File: src/rtl/hb_pkg.sv
// Shared definitions for the happy-birthday run sequencing logic:
// FSM state encoding, default timing constants and widths.
package hb_pkg;

  localparam int unsigned DEF_BURST_CYCLES  = 256;
  localparam int unsigned DEF_DRAIN_TIMEOUT = 1024;
  localparam int unsigned DEF_GAP_CYCLES    = 16;
  localparam int unsigned DEF_AUTO_PERIOD   = 10000;
  localparam int unsigned DEF_CNT_W         = 16;
  localparam int unsigned RUN_CNT_W         = 8;

  typedef enum logic [1:0] {
    IDLE  = 2'd0,
    TX    = 2'd1,
    DRAIN = 2'd2,
    GAP   = 2'd3
  } hb_state_t;

  // Largest of three widths; used to size the shared phase counter.
  function automatic int unsigned max3(input int unsigned a,
                                       input int unsigned b,
                                       input int unsigned c);
    int unsigned m;
    m = a;
    if (b > m) m = b;
    if (c > m) m = c;
    return m;
  endfunction

endpackage

File: src/rtl/hb_run_controller_if.sv
// Board-side request/result bundle for the run controller.
// master: board inputs / receiver side; slave: the controller itself.
interface hb_run_controller_if
  import hb_pkg::*;
#(
  parameter int unsigned CNT_W = DEF_CNT_W
) ();

  logic                 i_start;
  logic                 i_auto_en;
  logic                 i_abort;
  logic                 o_tx_en_n;
  logic [CNT_W-1:0]     i_hit_count;
  logic                 i_hit_count_valid;
  logic [CNT_W-1:0]     o_result;
  logic                 o_result_valid;
  logic                 o_busy;
  logic                 o_timeout;
  logic [RUN_CNT_W-1:0] o_run_count;

  modport master (
    output i_start,
    output i_auto_en,
    output i_abort,
    output i_hit_count,
    output i_hit_count_valid,
    input  o_tx_en_n,
    input  o_result,
    input  o_result_valid,
    input  o_busy,
    input  o_timeout,
    input  o_run_count
  );

  modport slave (
    input  i_start,
    input  i_auto_en,
    input  i_abort,
    input  i_hit_count,
    input  i_hit_count_valid,
    output o_tx_en_n,
    output o_result,
    output o_result_valid,
    output o_busy,
    output o_timeout,
    output o_run_count
  );

endinterface

File: src/rtl/hb_tick_gen.sv
// Periodic auto-tick divider. Counts 0..AUTO_PERIOD-1 while enabled and
// emits a registered one-cycle tick when the count wraps; held at 0 when
// disabled.
module hb_tick_gen
  import hb_pkg::*;
#(
  parameter int unsigned AUTO_PERIOD = DEF_AUTO_PERIOD
) (
  input  logic i_clk,
  input  logic i_rst_n,
  input  logic i_en,
  output logic o_tick
);

  localparam int unsigned TW = $clog2(AUTO_PERIOD + 1);

  logic [TW-1:0] cnt;
  logic          wrap;

  assign wrap = (cnt == TW'(AUTO_PERIOD - 1));

  // Divider counter and registered tick.
  always_ff @(posedge i_clk or negedge i_rst_n) begin
    if (!i_rst_n) begin
      cnt    <= '0;
      o_tick <= 1'b0;
    end else if (!i_en) begin
      cnt    <= '0;
      o_tick <= 1'b0;
    end else begin
      o_tick <= wrap;
      cnt    <= wrap ? '0 : cnt + 1'b1;
    end
  end

endmodule

File: src/rtl/hb_run_controller.sv
// Run sequencer for the birthday TX/RX datapath: arbitrates manual and
// auto run requests, drives the active-low TX enable for a fixed burst,
// waits for a rising receiver valid (with timeout), latches the hit count,
// then enforces an idle gap before the next grant.
module hb_run_controller
  import hb_pkg::*;
#(
  parameter int unsigned BURST_CYCLES  = DEF_BURST_CYCLES,
  parameter int unsigned DRAIN_TIMEOUT = DEF_DRAIN_TIMEOUT,
  parameter int unsigned GAP_CYCLES    = DEF_GAP_CYCLES,
  parameter int unsigned AUTO_PERIOD   = DEF_AUTO_PERIOD,
  parameter int unsigned CNT_W         = DEF_CNT_W
) (
  input  logic                i_clk,
  input  logic                i_rst_n,
  hb_run_controller_if.slave  bus
);

  // One counter serves TX, DRAIN and GAP since the phases never overlap.
  localparam int unsigned CW = max3($clog2(BURST_CYCLES + 1),
                                    $clog2(DRAIN_TIMEOUT + 1),
                                    $clog2(GAP_CYCLES + 1));

  hb_state_t            state, state_n;
  logic [CW-1:0]        cnt, cnt_n;
  logic                 pend_man, pend_man_n;
  logic                 pend_auto, pend_auto_n;
  logic                 valid_q;
  logic                 auto_tick;

  logic                 req_man, req_auto;
  logic                 grant;
  logic                 hit_edge;
  logic                 capture;
  logic                 timeout_set;

  logic                 tx_en_n_q;
  logic [CNT_W-1:0]     result_q;
  logic                 result_valid_q;
  logic                 busy_q;
  logic                 timeout_q;
  logic [RUN_CNT_W-1:0] run_count_q;

  hb_tick_gen #(
    .AUTO_PERIOD (AUTO_PERIOD)
  ) u_tick_gen (
    .i_clk   (i_clk),
    .i_rst_n (i_rst_n),
    .i_en    (bus.i_auto_en),
    .o_tick  (auto_tick)
  );

  // Next-state, counter, pending-flag and event decode.
  always_comb begin
    state_n     = state;
    cnt_n       = cnt;
    grant       = 1'b0;
    capture     = 1'b0;
    timeout_set = 1'b0;
    req_man     = pend_man | bus.i_start;
    req_auto    = pend_auto | auto_tick;
    pend_man_n  = req_man;
    pend_auto_n = req_auto;
    hit_edge    = bus.i_hit_count_valid & ~valid_q;

    if (bus.i_abort) begin
      // Abort dominates everything: no grant, no capture, requests dropped.
      state_n     = IDLE;
      pend_man_n  = 1'b0;
      pend_auto_n = 1'b0;
    end else begin
      case (state)
        IDLE: begin
          if (req_man || req_auto) begin
            grant   = 1'b1;
            state_n = TX;
            cnt_n   = CW'(BURST_CYCLES - 1);
            if (req_man) pend_man_n  = 1'b0;
            else         pend_auto_n = 1'b0;
          end
        end
        TX: begin
          if (cnt == '0) begin
            state_n = DRAIN;
            cnt_n   = CW'(DRAIN_TIMEOUT - 1);
          end else begin
            cnt_n = cnt - 1'b1;
          end
        end
        DRAIN: begin
          // Edge is tested first so it wins over a same-cycle timeout.
          if (hit_edge) begin
            capture = 1'b1;
            state_n = GAP;
            cnt_n   = CW'(GAP_CYCLES - 1);
          end else if (cnt == '0) begin
            timeout_set = 1'b1;
            state_n     = GAP;
            cnt_n       = CW'(GAP_CYCLES - 1);
          end else begin
            cnt_n = cnt - 1'b1;
          end
        end
        GAP: begin
          if (cnt == '0) state_n = IDLE;
          else           cnt_n   = cnt - 1'b1;
        end
        default: state_n = IDLE;
      endcase
    end
  end

  // FSM state, phase counter, pending flags and valid history.
  always_ff @(posedge i_clk or negedge i_rst_n) begin
    if (!i_rst_n) begin
      state     <= IDLE;
      cnt       <= '0;
      pend_man  <= 1'b0;
      pend_auto <= 1'b0;
      valid_q   <= 1'b0;
    end else begin
      state     <= state_n;
      cnt       <= cnt_n;
      pend_man  <= pend_man_n;
      pend_auto <= pend_auto_n;
      valid_q   <= bus.i_hit_count_valid;
    end
  end

  // Registered outputs, derived from the next state so they align with it.
  always_ff @(posedge i_clk or negedge i_rst_n) begin
    if (!i_rst_n) begin
      tx_en_n_q      <= 1'b1;
      result_q       <= '0;
      result_valid_q <= 1'b0;
      busy_q         <= 1'b0;
      timeout_q      <= 1'b0;
      run_count_q    <= '0;
    end else begin
      tx_en_n_q      <= (state_n != TX);
      busy_q         <= (state_n != IDLE);
      result_valid_q <= capture;
      if (capture) begin
        result_q    <= bus.i_hit_count;
        run_count_q <= run_count_q + 1'b1;
      end
      if (grant)            timeout_q <= 1'b0;
      else if (timeout_set) timeout_q <= 1'b1;
    end
  end

  assign bus.o_tx_en_n      = tx_en_n_q;
  assign bus.o_result       = result_q;
  assign bus.o_result_valid = result_valid_q;
  assign bus.o_busy         = busy_q;
  assign bus.o_timeout      = timeout_q;
  assign bus.o_run_count    = run_count_q;

endmodule

File: src/flat_wrapper.sv
// flat-port wrapper written by rule: the top's interface ports become plain ports
module hb_run_controller_flat import hb_pkg::*;
#(
  parameter int unsigned BURST_CYCLES  = DEF_BURST_CYCLES,
  parameter int unsigned DRAIN_TIMEOUT = DEF_DRAIN_TIMEOUT,
  parameter int unsigned GAP_CYCLES    = DEF_GAP_CYCLES,
  parameter int unsigned AUTO_PERIOD   = DEF_AUTO_PERIOD,
  parameter int unsigned CNT_W         = DEF_CNT_W
)
  (i_clk, i_rst_n, bus_i_start, bus_i_auto_en, bus_i_abort, bus_i_hit_count, bus_i_hit_count_valid, bus_o_tx_en_n, bus_o_result, bus_o_result_valid, bus_o_busy, bus_o_timeout, bus_o_run_count);
  hb_run_controller_if #(.CNT_W(CNT_W)) bus_i ();
  input  logic i_clk;
  input  logic i_rst_n;
  input wire logic [$bits(bus_i.i_start)-1:0] bus_i_start;
  input wire logic [$bits(bus_i.i_auto_en)-1:0] bus_i_auto_en;
  input wire logic [$bits(bus_i.i_abort)-1:0] bus_i_abort;
  input wire logic [$bits(bus_i.i_hit_count)-1:0] bus_i_hit_count;
  input wire logic [$bits(bus_i.i_hit_count_valid)-1:0] bus_i_hit_count_valid;
  output wire logic [$bits(bus_i.o_tx_en_n)-1:0] bus_o_tx_en_n;
  output wire logic [$bits(bus_i.o_result)-1:0] bus_o_result;
  output wire logic [$bits(bus_i.o_result_valid)-1:0] bus_o_result_valid;
  output wire logic [$bits(bus_i.o_busy)-1:0] bus_o_busy;
  output wire logic [$bits(bus_i.o_timeout)-1:0] bus_o_timeout;
  output wire logic [$bits(bus_i.o_run_count)-1:0] bus_o_run_count;
  assign bus_i.i_start = bus_i_start;
  assign bus_i.i_auto_en = bus_i_auto_en;
  assign bus_i.i_abort = bus_i_abort;
  assign bus_i.i_hit_count = bus_i_hit_count;
  assign bus_i.i_hit_count_valid = bus_i_hit_count_valid;
  assign bus_o_tx_en_n = bus_i.o_tx_en_n;
  assign bus_o_result = bus_i.o_result;
  assign bus_o_result_valid = bus_i.o_result_valid;
  assign bus_o_busy = bus_i.o_busy;
  assign bus_o_timeout = bus_i.o_timeout;
  assign bus_o_run_count = bus_i.o_run_count;
  hb_run_controller #(.BURST_CYCLES(BURST_CYCLES), .DRAIN_TIMEOUT(DRAIN_TIMEOUT), .GAP_CYCLES(GAP_CYCLES), .AUTO_PERIOD(AUTO_PERIOD), .CNT_W(CNT_W)) u_core (.i_clk(i_clk), .i_rst_n(i_rst_n), .bus(bus_i));
endmodule
File: config.mk
export PLATFORM = sky130hd
export DESIGN_NAME = hb_run_controller_flat
export DESIGN_NICKNAME = d
export VERILOG_FILES = /design/src/rtl/hb_pkg.sv /design/src/rtl/hb_run_controller_if.sv /design/src/rtl/hb_tick_gen.sv /design/src/rtl/hb_run_controller.sv /design/src/flat_wrapper.sv
export SDC_FILE = /design/constraint.sdc
export NUM_CORES = 1
export LEC_CHECK = 0
export CORE_MARGIN = 8
export CORE_UTILIZATION = 52
export CTS_CLUSTER_SIZE = 28
export DETAILED_ROUTE_END_ITERATION = 16
export MAX_ROUTING_LAYER = met4
export PLACE_DENSITY = 0.77
export SLEW_MARGIN = 10
export SYNTH_ARGS = -nofsm -noshare
export SYNTH_HDL_FRONTEND = slang
export SYNTH_SLANG_ARGS = --single-unit
File: constraint.sdc
create_clock -name i_clk -period 2.2 [get_ports i_clk]
set_input_delay 0.22 -clock i_clk [delete_from_list [all_inputs] [get_ports i_clk]]
set_output_delay 0.22 -clock i_clk [all_outputs]
set_load 0.02 [all_outputs]
==> flow_summary.json, run 1 <==
{
  "synthMostInstantiatedCell": "nand2_1",
  "use_met1": 0.238,
  "rows": 26,
  "grt_max_degree": 33,
  "r2r_setup_slack_ns": 0.22,
  "vdd_drop_max_uv": 519,
  "grt_use_met2": 0.279,
  "finalHoldViolCount": 0,
  "clock.fmax_ghz": 0.505,
  "fillers": 407,
  "ys_warn_count": 0,
  "crit_path_max_fanout": 9,
  "syn-instance-count": 289,
  "drtIter0Drc": 136,
  "power.density_nw_per_um2": 677,
  "slew_violations": 0,
  "ff2ff_path_depth": 8,
  "worst_slew_pin_slew_ns": 0.933,
  "synth_seq_cells": 59,
  "dr.pass1.iters": 4,
  "synth-async-reset-ratio": 1.00,
  "cts_setup_buffers": 0,
  "dp_hpwl_um": 4710,
  "ant_nets": 0,
  "wl_um": 6550,
  "drc": 0,
  "whs_path_depth": 1,
  "clock_skew_ns": 0.00900,
  "gr-total-overflow": 0,
  "antenna_found_initial": 0,
  "synth_fp_nets": 314,
  "arrival_ns": 2.20,
  "cts.sinks": 59,
  "clkTransAtPathRegs_ns": 0.07,
  "timing.final.crit_share": 0.900,
  "path_delay_family": "simple AND/OR/NAND/NOR gates",
  "h-tree-depth": 3,
  "slowest_stage": "dfrtp_1",
  "ios": 50,
  "numCtsBuffers": 9,
  "leakagePower_nw": 1.62,
  "relSlewSlack": 0.378,
  "cp.required_ns": 2.42,
  "ys_types": 53,
  "gp_congestion": 0.885,
  "reg2reg_to": "u_core.cnt[2]$_DFFE_PN0P_",
  "max_stage_delay_ns": 0.40,
  "grt_pass1_vias": 2356,
  "cts_tree": "yes",
  "regArea_um2": 1480,
  "worstHoldStart": "bus_i_hit_count_valid",
  "grt_usage": 0.188,
  "seq_area_frac_synth": 0.528,
  "routed_via_density": 5.51,
  "critPathCaptureType": "register",
  "total_power_mw": 2.46,
  "hold_ws_ns": 0.395,
  "synth_flop_cell": "dfrtp_1",
  "portBuffers": 49,
  "clock-root-buffer": "clkbuf_8",
  "multi_input_area_um2": 1230,
  "worstSkewPairLatency_ns": 0.34,
  "maxCapViolations": 0,
  "finalSetupViolCount": 0,
  "syn-cell-area_um2": 2800,
  "start_util": 0.545,
  "core_um2": 5140,
  "synth_top_cell_by_area": "dfrtp_1",
  "syn_avg_cell_area_um2": 9.69,
  "path_class": "register to register",
  "dr_total_vias": 2347,
  "startpoint_type": "register",
  "die_w_um": 89.4,
  "hold_path_class": "input port to register",
  "die_h_um": 89.4,
  "synth_enable_flop_cells": 0,
  "hold_path_end": "u_core.valid_q$_DFF_PN0_",
  "dpl_worst_slack_ns": 0.169,
  "grt_pass1_wl_um": 11200,
  "synth_top_area_share": 0.518,
  "finalWorstSetupSlack_ns": 0.219,
  "antenna_cells": 0,
  "tns_ns": 0,
  "busiest_layer": "met2",
  "path_buf_inv": 3,
  "die-area_um2": 7990,
  "worstReg2RegStart": "u_core.cnt[0]$_DFFE_PN0P_",
  "grtUsageMet3": 0.0450,
  "syn2layout_area_growth_pct": 29.6,
  "fin_crit_ns": 1.98,
  "ctsLongestPathBuffers": 2,
  "drive_above_1_share": 0.126,
  "synthTopCellsByArea": "dfrtp_1 52%, nand2_1 8.2%, xnor2_1 4.4%",
  "layout.nets": 376,
  "rsz0062_at_grt": "false",
  "status": "complete, no violations",
  "ys_top_cells_by_count": "61 x nand2_1, 58 x dfrtp_1, 27 x nor2_1",
  "crit_chain": "inv_1 -> ha_1 -> nor4b_2 -> buf_4 -> nand4_2 -> nand2_2 -> inv_2 -> a22o_1",
  "wl_per_cell_um": 15.4
}
worst register-to-register path, cell delays in order, from the launching register on:
cell and delay (ns):
dfrtp_1 0.40, inv_1 0.10, ha_1 0.21, nor4b_2 0.26, buf_4 0.19, nand4_2 0.26
nand2_2 0.19, inv_2 0.06, a22o_1 0.21
where the power goes:
part,internal [mW],switching [mW],leakage (nW)
logic,0.135,0.139,0.740
clock network,0.548,0.429,0.0991
registers,1.14,0.0660,0.779
total,1.82,0.635,1.62
per-stage QoR:
step / std cells / area (µm²) / util
floorplan: 289 / 2800 / -
global placement: 409 / 3420 / 0.666
detailed placement: 409 / 3420 / 0.666
CTS: 426 / 3630 / 0.706
global route: 426 / 3630 / 0.706
finish: 426 / 3630 / 0.706
kinds of logic after synthesis:
kind of cell | Yosys count | synth area share
AO/OA/AOI/OAI | 39 | 0.101
multiplexers | 1 | 0.00402
buffers and inverters | 21 | 0.0317
adder cells (fa/ha/maj) | 3 | 0.0134
AND/OR/NAND/NOR | 147 | 0.263
XOR/XNOR | 19 | 0.0594
flip-flops | 59 | 0.528
how the worst max path moves through the flow:
stage / from / endpoint / depth (start not counted)
final: u_core.cnt[0]$_DFFE_PN0P_ / u_core.cnt[2]$_DFFE_PN0P_ / 8
after global routing: u_core.cnt[0]$_DFFE_PN0P_ / u_core.cnt[2]$_DFFE_PN0P_ / 8
after CTS: u_core.cnt[0]$_DFFE_PN0P_ / u_core.cnt[2]$_DFFE_PN0P_ / 8
after detailed placement: bus_i_start / u_core.cnt[2]$_DFFE_PN0P_ / 5
after global placement: bus_i_start / u_core.cnt[2]$_DFFE_PN0P_ / 5
after floorplan: u_core.cnt[0]$_DFFE_PN0P_ / u_core.cnt[9]$_DFFE_PN0P_ / 7
repair_timing:
item                                   in CTS  in global routing
hold buffers                                1                  0
endpoints found under the hold margin      30                  0
gates resized for setup                     0                  0
setup endpoints to repair                   0                  0
registers in the layout (all words and copies together) (netlist names):
register                   flops
u_core.bus.o_result_valid      1
u_core.valid_q                 1
u_core.u_tick_gen.o_tick       1
u_core.bus.o_result           16
u_core.u_tick_gen.cnt         14
u_core.pend_auto               1
u_core.cnt                    11
u_core.bus.o_tx_en_n           1
u_core.bus.o_timeout           1
u_core.pend_man                1
u_core.state                   2
u_core.bus.o_busy              1
u_core.bus.o_run_count         8
metal layers:
metal / wire, µm / vias to the layer above
met5: 0 / -
met2: 3140 / 68
met1: 2870 / 1131
met4: 123 / 0
met3: 416 / 13
li1: - / 1135
cells in the final DEF (no fill, tap or decap), types with 2 or more instances in the layout:
master           instances
and4_1                   3
ha_1                     3
nor3_1                   3
inv_1                    9
or2_2                    2
nand2_1                 61
xor2_1                   5
dfrtp_1                 58
a21oi_1                  8
xnor2_1                 14
and3_1                   5
clkinv_2                 3
nor4_2                   3
a31oi_1                  5
nand4_1                 10
nand3_1                  9
nor2b_1                  2
nor4_1                   9
a211oi_1                 2
nand2b_1                 4
a221o_2                  2
nor2_1                  27
clkdlybuf4s50_1         48
o21ai_0                  5
clkbuf_8                10
a21boi_0                 2
buf_4                   11
cell type report:
cell class	count	share of cell area
timing repair buffer	62	0.165
sequential	59	0.407
clock buffer	11	0.0390
clock inverter	5	0.0145
multi-input combinational	209	0.340
inverter	10	0.0103
tap	70	0.0241
Power figures use the tool's default switching activity.
==> inputs of run 2 (changes only) <==
--- a/config.mk
+++ b/config.mk
@@ -7,6 +7,7 @@
 export LEC_CHECK = 0
 export CORE_MARGIN = 8
 export CORE_UTILIZATION = 52
+export CTS_CLUSTER_DIAMETER = 50
 export CTS_CLUSTER_SIZE = 28
 export DETAILED_ROUTE_END_ITERATION = 16
 export MAX_ROUTING_LAYER = met4
==> results of run 2 <==
No change in the layout: final DEF, timing and power equal those of run 1.
==> RTL edit 1: new RTL, settings of run 2 <==
Encoding of `hb_state_t`: now one-hot (4 bits for 4 states).
--- a/src/rtl/hb_pkg.sv
+++ b/src/rtl/hb_pkg.sv
@@ -10,9 +10,9 @@
   localparam int unsigned RUN_CNT_W         = 8;
 
-  typedef enum logic [1:0] {
-    IDLE  = 2'd0,
-    TX    = 2'd1,
-    DRAIN = 2'd2,
-    GAP   = 2'd3
+  typedef enum logic [3:0] {
+    IDLE  = 4'b0001,
+    TX    = 4'b0010,
+    DRAIN = 4'b0100,
+    GAP   = 4'b1000
   } hb_state_t;
 
Function: no difference found for any inputs over 10 cycles, from zero or initial values and one cycle with i_rst_n low; not proved beyond that.
==> RTL edit 1 against run 2 <==
- the flow now finishes with violations (setup timing)
- non-clock buffer count up 7
- sequential share of layout area down 1.2 points
- routed wire length up 4.7%
- die area up 3.5%
- design area up 6.8%
- power up 3.4%
- sequential cell count up 2
- synthesized area up 4.2%
- worst setup slack worse by 0.28 ns
- clock skew up 0.0022 ns
- highest routed layer unchanged
==> RTL edit 1: results (changes against run 2) <==
.. list-table::
   :header-rows: 1

   * - Metric
     - Value
   * - Slowest library cell on the worst path
     - o41a_1 (was dfrtp_1)
   * - Routed met2 length
     - 3350 µm (was 3140 µm)
   * - Crit path arrival time
     - 2.51 ns (was 2.20 ns)
   * - Average cell area after synthesis
     - 11.0 µm² (was 9.69 µm²)
   * - Distinct cells, synth
     - 52 (was 53)
   * - HPWL after detailed placement
     - 4810 µm (was 4710 µm)
   * - Post-route clock skew
     - 0.0112 ns (was 0.00900 ns)
   * - Metal-1 WL
     - 3020 µm (was 2870 µm)
   * - Non-filler instance count after layout
     - 412 (was 426)
   * - Combinational Power Share
     - 0.133 (was 0.112)
   * - Avg Vias per Cell
     - 5.61 (was 5.51)
   * - Final estimated routing congestion in global placement
     - 0.903 (was 0.885)
   * - Synth Net Count
     - 291 (was 314)
   * - Worst VDD drop
     - 0.459 mV (was 0.519 mV)
   * - Met2 track utilization from global routing
     - 0.273 (was 0.279)
   * - Sequential share of the synthesized area
     - 0.524 (was 0.528)
   * - Total instance count after detailed placement
     - 395 (was 409)
   * - Number of fill cells in the layout
     - 430 (was 407)
   * - Final worst setup slack
     - -0.0567 ns (was 0.219 ns)
   * - Fraction of met3 tracks used by global routing
     - 0.0316 (was 0.0450)
   * - Largest incremental delay on the critical path
     - 0.53 ns (was 0.40 ns)
   * - Final setup viols
     - 2 (was 0)
   * - Status
     - finished with violations (was complete, no violations)
   * - Violations in the final reports
     - setup timing
   * - Wire length of the first global-routing pass
     - 11100 µm (was 11200 µm)
   * - Summed negative setup slack over all endpoints
     - -0.0692 ns (was 0 ns)
   * - Fraction of layout cells with a size suffix above 1
     - 0.232 (was 0.126)
   * - CTS resizes
     - 1 (was 0)
   * - Top cells by count, synth
     - 59 x dfrtp_1, 31 x nor2_1, 17 x mux2_2, 17 x nand2_1, 15 x xnor2_1 (was 61 x nand2_1, 58 x dfrtp_1, 27 x nor2_1, 14 x xnor2_1, 10 x nand4_1)
   * - Global routing usage on met1
     - 0.204 (was 0.238)
   * - Worst path top cell family by delay
     - compound AO/OA/AOI/OAI gates (was simple AND/OR/NAND/NOR gates)
   * - Tot GR Track Use
     - 0.174 (was 0.188)
   * - DR WL/cell
     - 16.6 µm (was 15.4 µm)
-- RTL edit 1: cell count changes after synthesis, moves of 4 or more --
cell	before	now
nand2_1	61	17
mux2_2	1	17
clkbuf_1	8	1
a21oi_1	8	3
buf_2	2	7
nor3_1	3	8
nor2_1	27	31
nor4_1	9	5
-- RTL edit 1: path summary, 6_finish.rpt --
kind | start | end | slack [ns] | depth (start not counted)
worst max-delay path | u_core.cnt[1] | u_core.cnt[3] | -0.06 | 7
worst min-delay path | bus_i_hit_count_valid | u_core.valid_q | 0.35 | 1
worst max register to register | u_core.cnt[1] | u_core.cnt[3] | -0.06 | 7
worst min register to register | u_core.bus.o_run_count[7] | u_core.bus.o_run_count[7] | 0.48 | 1
max in group asynchronous | i_rst_n | u_core.state[0] | 1.48 | 3
min in group asynchronous | i_rst_n | u_core.cnt[7] | 0.39 | 3
-- RTL edit 1: layout make-up --
cell class | instances | area [µm²] | area share
clock inverter | 4 | 48.8 | 0.0126
tap | 72 | 90.1 | 0.0232
clock buffer | 11 | 141 | 0.0365
multi-input combinational | 184 | 1370 | 0.354
timing repair buffer | 69 | 651 | 0.168
inverter | 11 | 41.3 | 0.0107
sequential | 61 | 1530 | 0.395
-- RTL edit 1: per-stage QoR --
step	power (mW)	cell area [µm²]	setup WS, ns
global placement	1.55	3580	0.0392
detailed placement	1.56	3580	-0.0430
floorplan	1.39	2920	0.0504
global route	2.63	3870	-0.120
finish	2.54	3870	-0.0567
CTS	2.54	3790	0.00278
-- RTL edit 1: kinds of logic after synthesis --
group / count (synthesis) / share of synthesized area
AND/OR/NAND/NOR: 103 / 0.189
flip-flops: 61 / 0.524
AO/OA/AOI/OAI: 40 / 0.111
XOR/XNOR: 21 / 0.0630
buffers and inverters: 21 / 0.0339
multiplexers: 17 / 0.0656
adder cells (fa/ha/maj): 3 / 0.0129
==> RTL edit 2: new RTL, settings of run 2 <==
Made on the original files. `DEF_AUTO_PERIOD`: 10000 -> 20000.
--- a/src/rtl/hb_pkg.sv
+++ b/src/rtl/hb_pkg.sv
@@ -6,5 +6,5 @@
   localparam int unsigned DEF_DRAIN_TIMEOUT = 1024;
   localparam int unsigned DEF_GAP_CYCLES    = 16;
-  localparam int unsigned DEF_AUTO_PERIOD   = 10000;
+  localparam int unsigned DEF_AUTO_PERIOD   = 20000;
   localparam int unsigned DEF_CNT_W         = 16;
   localparam int unsigned RUN_CNT_W         = 8;
Check against the original RTL: same outputs for any inputs over 10 cycles, from zero or initial values and one cycle with i_rst_n low; that may be too few to reach the edited logic, so the function may still have changed.
==> RTL edit 2 against run 2 <==
- power rose by 14%
- sequential cell count increased by 1
- design area up 6.5%
- cell count is 6.1% higher
- die area rose by 2.9%
- synthesized area is 3.5% higher
- routed wire length rose by 9.2%
- clock skew decreased by 0.0022 ns
- worst setup slack got worse by 0.0063 ns
- non-clock buffer count rose by 11
- sequential share of layout area is 1.8 points lower
- largest cell class unchanged
==> RTL edit 2: results (changes against run 2) <==
.. list-table::
   :header-rows: 1

   * - Metric
     - Value
   * - Status
     - complete, no violations (unchanged)
   * - Post-route clock skew
     - 0.00683 ns (was 0.00900 ns)
   * - Timing endpoint of the critical path
     - u_core.cnt[5] (was u_core.cnt[2])
   * - Mux cell area share after synthesis
     - 0 (was 0.00402)
   * - Starting DRT DRC Count
     - 149 (was 136)
   * - Tot GR Track Use
     - 0.188 (about the same)
   * - Source of the critical timing path
     - u_core.cnt[1] (was u_core.cnt[0])
   * - Most area-consuming cells after synthesis
     - dfrtp_1 51%, nand2_1 7.9%, xnor2_1 4.2%, nor2_1 3.8%, nor3_1 2.2% (was dfrtp_1 52%, nand2_1 8.2%, xnor2_1 4.4%, nor2_1 3.6%, nand4_1 2.2%)
   * - Global routing usage on met1
     - 0.218 (was 0.238)
   * - Avg Vias per Cell
     - 5.51 (about the same)
   * - Synth Net Count
     - 327 (was 314)
   * - Final estimated routing congestion in global placement
     - 0.901 (was 0.885)
   * - Amount of wire on met3 after detailed routing
     - 401 µm (was 416 µm)
   * - Metal-1 WL
     - 3110 µm (was 2870 µm)
   * - Placed cell area
     - 0.00359 mm² (was 0.00342 mm²)
   * - Share of the synthesized netlist area taken by xor and xnor gates
     - 0.0634 (was 0.0594)
   * - Initial antenna violation count
     - 0 (unchanged)
   * - Part of the cycle the worst path needs
     - 0.903 (was 0.900)
   * - Fraction of met3 tracks used by global routing
     - 0.0466 (was 0.0450)
   * - Final-layout worst hold slack
     - 0.385 ns (was 0.395 ns)
   * - Slowest library cell on the worst path
     - or4b_4 (was dfrtp_1)
   * - Sequential share of the synthesized area
     - 0.518 (was 0.528)
   * - Worst-case reg-to-reg path depth
     - 7 (was 8)
   * - Largest net degree at the start of global routing
     - 40 (was 33)
   * - Share of synthesized cell area in full adder, half adder and majority cells
     - 0.0129 (was 0.0134)
   * - Fraction of layout cells with a size suffix above 1
     - 0.147 (was 0.126)
   * - Crit path arrival time
     - 2.22 ns (was 2.20 ns)
   * - WL final
     - 7160 µm (was 6550 µm)
   * - Top cells by count, synth
     - 61 x nand2_1, 59 x dfrtp_1, 29 x nor2_1, 14 x xnor2_1, 13 x nor3_1 (was 61 x nand2_1, 58 x dfrtp_1, 27 x nor2_1, 14 x xnor2_1, 10 x nand4_1)
   * - Met2 track utilization from global routing
     - 0.301 (was 0.279)
   * - Routed met2 length
     - 3530 µm (was 3140 µm)
   * - Transition time at the pin with the least slew margin
     - 0.537 ns (was 0.933 ns)
   * - Worst setup timing slack at the placement stage
     - 0.0267 ns (was 0.169 ns)
   * - Detailed-route via count
     - 2492 (was 2347)
   * - Nets
     - 400 (was 376)
   * - Compound-cell area share of the yosys netlist
     - 0.0911 (was 0.101)
   * - Worst VDD drop
     - 0.425 mV (was 0.519 mV)
   * - HPWL after detailed placement
     - 5180 µm (was 4710 µm)
   * - Wire length of the first global-routing pass
     - 12100 µm (was 11200 µm)
   * - Peak fanout along the critical path
     - 6 (was 9)
   * - Synthesized netlist cell count
     - 302 (was 289)
   * - Total leakage power
     - 1.71 nW (was 1.62 nW)
==> RTL edit 2: report_power, final <==
part           switching [mW]  total [mW]  internal, mW  leakage [nW]
clock                   0.420        1.17         0.754         0.111
sequential             0.0645        1.24          1.17         0.792
combinational           0.194       0.381         0.187         0.807
total                   0.678        2.79          2.11          1.71
==> RTL edit 2: final cells by class <==
cell class,instances,area (µm²)
clock buffer,12,135
clock inverter,4,97.6
timing repair buffer,73,681
sequential,60,1500
inverter,10,37.5
fill,421,1570
multi-input combinational,221,1320
tap,72,90.1
==> RTL edit 2: worst max-delay path, delay by kind of cell, from the launching register on <==
family | cells | cell delay [ns]
adder cells (fa/ha/maj) | 1 | 0.14
AO/OA/AOI/OAI | 1 | 0.22
buffers and inverters | 2 | 0.26
AND/OR/NAND/NOR | 3 | 0.86
flip-flops | 1 | 0.40
==> RTL edit 2: repair_timing <==
item,CTS,global route
endpoints found under the hold margin,20,0
hold buffers,1,0
setup buffers,0,2
gates resized for setup,0,3
setup endpoints to repair,0,10
